## config.mk

```make
export PLATFORM = sky130hd
export DESIGN_NAME = tcu_drl_lane_collect
export DESIGN_NICKNAME = d
export VERILOG_FILES = /design/src/rtl/tcu_drl_lane_collect.sv
export SDC_FILE = /design/constraint.sdc
export NUM_CORES = 1
export LEC_CHECK = 0
export ABC_AREA = 1
export CAP_MARGIN = 5
export CORE_AREA = 2 2 161 163
export DETAILED_ROUTE_END_ITERATION = 10
export DIE_AREA = 0 0 163 165
export PLACE_DENSITY = 0.77
export SLEW_MARGIN = 20
export SYNTH_ARGS = -nofsm -noshare
export SYNTH_HDL_FRONTEND = slang
export SYNTH_SLANG_ARGS = --single-unit
```

## constraint.sdc

```tcl
create_clock -name clk -period 1.77 [get_ports clk]
set_input_delay 0.531 -clock clk [delete_from_list [all_inputs] [get_ports clk]]
set_output_delay 0.531 -clock clk [all_outputs]
set_load 0.02 [all_outputs]
```

## src/rtl/tcu_drl_lane_collect.sv

```systemverilog
// Return path of the TCU DRL lane mapping: gathers NUM_BEATS per-lane result beats into one
// wide writeback packet and rebuilds the input-slot valid mask (physical lane i -> slot i*4).
module tcu_drl_lane_collect #(
  parameter int          N              = 2,
  parameter int          TCK            = 2 * N,
  parameter int          DW             = 32,
  parameter int          NUM_BEATS      = 2,
  parameter int          TCU_MAX_INPUTS = 16,
  parameter logic [2:0]  TCU_FP32_ID    = 3'd0,
  parameter logic [2:0]  TCU_FP16_ID    = 3'd1,
  parameter logic [2:0]  TCU_BF16_ID    = 3'd2
) (
  input  logic                          clk,
  input  logic                          reset_n,
  input  logic                          flush,
  input  logic                          in_valid,
  output logic                          in_ready,
  input  logic [2:0]                    in_fmt,
  input  logic [TCK-1:0]                in_lane_mask,
  input  logic [TCK*DW-1:0]             in_data,
  output logic                          out_valid,
  input  logic                          out_ready,
  output logic [2:0]                    out_fmt,
  output logic [TCU_MAX_INPUTS-1:0]     out_vld_mask,
  output logic [NUM_BEATS*TCK*DW-1:0]   out_data,
  output logic                          out_err
);

  localparam int              CW        = (NUM_BEATS > 1) ? $clog2(NUM_BEATS) : 1;
  localparam int              BEAT_W    = TCK * DW;
  localparam logic [CW-1:0]   LAST_BEAT = CW'(NUM_BEATS - 1);

  if (NUM_BEATS < 1 || 4 * (TCK - 1) >= TCU_MAX_INPUTS) begin : g_cfg_check
    $error("tcu_drl_lane_collect: lane slots exceed TCU_MAX_INPUTS or NUM_BEATS < 1");
  end

  typedef enum logic [1:0] {IDLE, COLLECT, FULL} state_t;

  state_t                      state;
  logic [CW-1:0]               beat_cnt;
  logic [TCK-1:0]              eff_mask;
  logic                        beat_err;
  logic [TCU_MAX_INPUTS-1:0]   slot_mask;
  logic [BEAT_W-1:0]           beat_data;
  logic                        accept;
  logic                        dequeue;
  logic                        first_beat;

  // A held packet only blocks new beats when the consumer is not draining it this cycle.
  assign in_ready   = (state != FULL) || out_ready;
  assign out_valid  = (state == FULL);
  assign accept     = in_valid && in_ready && !flush;
  assign dequeue    = out_valid && out_ready && !flush;
  assign first_beat = (beat_cnt == '0);

  // NOTE: every output of this block gets a default up front so no path leaves one unassigned
  // (which would infer a latch).
  always_comb begin
    eff_mask  = '0;
    beat_err  = 1'b0;
    slot_mask = '0;
    beat_data = '0;
    case (in_fmt)
      TCU_FP32_ID: begin
        // FP32 occupies lane pairs; odd lanes carry nothing and a set odd bit is a producer error.
        for (int i = 0; i < TCK; i++) begin
          if (i % 2 == 1) begin
            if (in_lane_mask[i]) beat_err = 1'b1;
          end else begin
            eff_mask[i] = in_lane_mask[i];
          end
        end
      end
      TCU_FP16_ID, TCU_BF16_ID: eff_mask = in_lane_mask;
      default:                  beat_err = 1'b1;
    endcase
    for (int i = 0; i < TCK; i++) begin
      slot_mask[i*4]          = eff_mask[i];
      beat_data[i*DW +: DW]   = eff_mask[i] ? in_data[i*DW +: DW] : '0;
    end
  end

  // NOTE: all state here is updated with non-blocking assignments so every register samples
  // pre-edge values regardless of statement order.
  always_ff @(posedge clk or negedge reset_n) begin
    if (!reset_n) begin
      state        <= IDLE;
      beat_cnt     <= '0;
      out_err      <= 1'b0;
      out_fmt      <= '0;
      out_vld_mask <= '0;
      // NOTE: the packet buffer is plain flops, so it is reset to give a defined zero output
      // before the first packet; a RAM-based buffer would not be reset.
      out_data     <= '0;
    end else if (flush) begin
      state    <= IDLE;
      beat_cnt <= '0;
      out_err  <= 1'b0;
    end else if (accept) begin
      for (int b = 0; b < NUM_BEATS; b++) begin
        if (beat_cnt == CW'(b)) out_data[b*BEAT_W +: BEAT_W] <= beat_data;
      end
      if (first_beat) begin
        out_fmt      <= in_fmt;
        out_vld_mask <= slot_mask;
        out_err      <= beat_err;
      end else begin
        out_vld_mask <= out_vld_mask | slot_mask;
        out_err      <= out_err | beat_err | (in_fmt != out_fmt);
      end
      if (beat_cnt == LAST_BEAT) begin
        state    <= FULL;
        beat_cnt <= '0;
      end else begin
        state    <= COLLECT;
        beat_cnt <= beat_cnt + 1'b1;
      end
    end else if (dequeue) begin
      state   <= IDLE;
      out_err <= 1'b0;
    end
  end

endmodule
```

==> results of run 1 <==
-- worst paths after layout --
path	endpoint	depth (start not counted)	start
max	in_ready	3	state[0]
min	out_data[20]	2	reset_n
max reg2reg	out_data[37]	7	state[0]
min reg2reg	out_data[67]	2	out_data[67]
max in group asynchronous	out_data[32]	3	reset_n
min in group clk	out_data[67]	2	out_data[67]
-- through the flow --
step                      total power, mW  hold slack [ps]
final                                16.0              454
after global routing                 16.7              455
after CTS                            16.2              457
after detailed placement             10.3              431
after global placement               10.3              430
after floorplan                      8.41              235
-- power breakdown --
part / switching (mW) / leakage, nW / internal [mW]
Combinational: 1.79 / 4.25 / 1.20
Clock: 2.45 / 0.477 / 3.63
Sequential: 0.298 / 3.65 / 6.61
Total: 4.54 / 8.38 / 11.4
-- layout make-up --
| cell class | instances | share of cell area (%) |
|---|---|---|
| clock buffer | 39 | 5.05 |
| tap | 330 | 2.56 |
| inverter | 78 | 1.83 |
| sequential | 267 | 41.5 |
| timing repair buffer | 473 | 26.7 |
| clock inverter | 12 | 0.862 |
| multi-input combinational | 834 | 21.5 |
-- sequential cells by signal, indices dropped and copies added, names as in the netlist --
register      flops
out_vld_mask      4
out_err           1
out_fmt           3
beat_cnt          1
out_data        256
state             2
-- logic make-up (layout without fill, tap and decap cells) --
logic type	count (synthesis)	after routing	share of synthesized area [%]
compound gates	138	138	6.30
other cells	1	12	0.0342
flops	267	267	61.0
buf+inv	167	602	8.02
simple gates	684	684	24.7
-- what timing repair did --
item / in CTS / in global routing
gates resized for setup: 665 / 162
setup buffers: 1 / 0
pin swaps: 1 / 2
hold endpoints to repair: 24 / 0
setup endpoints to repair: 266 / 157
hold buffers: 1 / 0
-- cells in the final DEF (no fill, tap or decap) --
master and n:
nor2_1 68, o21ai_1 39, inv_2 4, bufinv_16 3
conb_1 12, nand4_4 2, nand3_4 1, buf_12 32
clkdlybuf4s15_2 98, buf_4 34, clkdlybuf4s15_1 8, buf_8 1
dlygate4sd3_1 1, o21ai_0 98, clkbuf_8 5, clkbuf_2 135
nand3_2 1, dfrtp_1 267, inv_4 1, inv_6 1
buf_2 23, buf_6 3, nand2_1 538, nand4_1 1
a21oi_1 1, nand3_1 70, clkdlybuf4s50_1 137, nand2_2 1
nor2_4 2, dlygate4sd2_1 1, inv_1 73, clkbuf_1 5
clkbuf_16 29, clkinv_2 8
-- worst reg2reg max path, stage by stage, from the launching register on --
cell	delay, ps
dfrtp_1	420
inv_2	90
nand3_4	90
buf_4	170
nand4_4	120
buf_12	290
nand2_1	170
o21ai_1	110
-- metal layers --
layer,vias to the layer above,global-route usage (%),part of all wire (%)
met2,446,42.2,49
li1,4723,-,-
met1,4768,30.5,39
met3,88,6.53,8.5
met4,2,10.7,4.3
met5,-,0,0.038
==> flow_summary.toml, run 1 <==
[pwr]
ir_drop_mv = 0.628
p_leak_nw = 8.38
power_density_nw_per_um2 = 991

[global_route]
grt_pass1_vias = 9865
grtUsageTotal_pct = 25.0
gr-total-overflow = 0
grt_max_degree = 82
antenna_found_initial = 1
grt_pass1_wl_mm = 53.1

[status]
status = "finished with violations"
violations = "negative setup slack"

[cells_and_area]
n_antenna_cell = 0
multi_input_area_um2 = 3470
nNetsFinal = 1822
final_util_pct = 64.4
final_cell_area_um2 = 16100
seq_area_um2 = 6680
syn_to_final_growth_pct = 47.1
n_fill_cell = 2059
drive_above_1_share_pct = 22.5
final_cell_count_no_fill = 2033

[synthesis]
synth_warnings = 0
synth_area_leaders = "dfrtp_1 61%, nand2_1 18%, o21ai_0 4.5%"
yosysMostFrequentCell = "nand2_1"
ys_ff_latch = 267
synth_flop_cell = "dfrtp_1"
synth_edf_count = 0
synth_seq_area_share_pct = 61.0
avgSynthCellArea_um2 = 8.72
synth_top_area_share_pct = 61.0
syn_area_um2 = 11000
synthArstFlopShare_pct = 100
netlist_instances = 1257
synth_common_cells = "539 x nand2_1, 267 x dfrtp_1, 98 x o21ai_0"
synth_top_cell_by_area = "dfrtp_1"
ys_types = 22

[floorplanning]
initial_core_util_pct = 43.8
core.rowCount = 58
die_y_um = 165
die_area_um2 = 26900
ioPinCount = 418
core-area_um2 = 25000
die_w_um = 163

[clock_network]
cts.sinks = 267
numCtsBuffers = 28
clock_latency_ps = 540
cts_tree = "done"
cts.clk_slew.worst_paths_ps = 60
cts.path.max_buffers = 3
cts_root_buffer = "clkbuf_16"
htree_levels = 1

[place]
port_buffers = 405
pre_cts_ws_ps = -327
place_congestion = 0.877
dp_hpwl_mm = 24.4
dp.cells = 1981
placed_area_um2 = 15800

[drt]
drtPass1Iterations = 7
routedWlPerCell_um = 17.0
vias_per_cell = 4.93
drc = 0
ant_nets = 0
dr.first_iter.drc_count = 806
vias = 10000
routed_wl_mm = 34.6

[critical_path]
cp_max_fo = 2
startpoint_type = "register"
r2r_setup_slack_ps = 230
crit_chain = "inv_2 > nand3_4 > buf_6"
crit_family = "flip-flops"
crit_required_ps = 1240
max_stage_delay_ps = 420
crit_type = "register to output pin"
critPathArrivalTime_ps = 1270
slowest_stage = "dfrtp_1"
endpoint_kind = "output pin"
worst-path-buf-inv = 2

[sta]
finClkSkew_ps = 16.4
rsz0062_at_grt = "yes"
fin_crit_ps = 1800
finalSetupViolations = 1
finalHoldViolations = 0
max_freq_mhz = 555
fin_crit_sh_pct = 102
setup_tns_ps = -31.9
slew_viol_final = 0
finalWorstSetupSlack_ps = -31.9

[job]
max_cap_violations = 0

[min_path]
hold_path_class = "input pin to asynchronous set/reset pin"
(Power assumes the default switching activity.)
==> run 2: changes to the inputs <==
GPL_ROUTABILITY_DRIVEN = 0   (was default)
==> results of run 2 <==
Same layout as run 1: the final DEF is identical, and so are final timing and power.
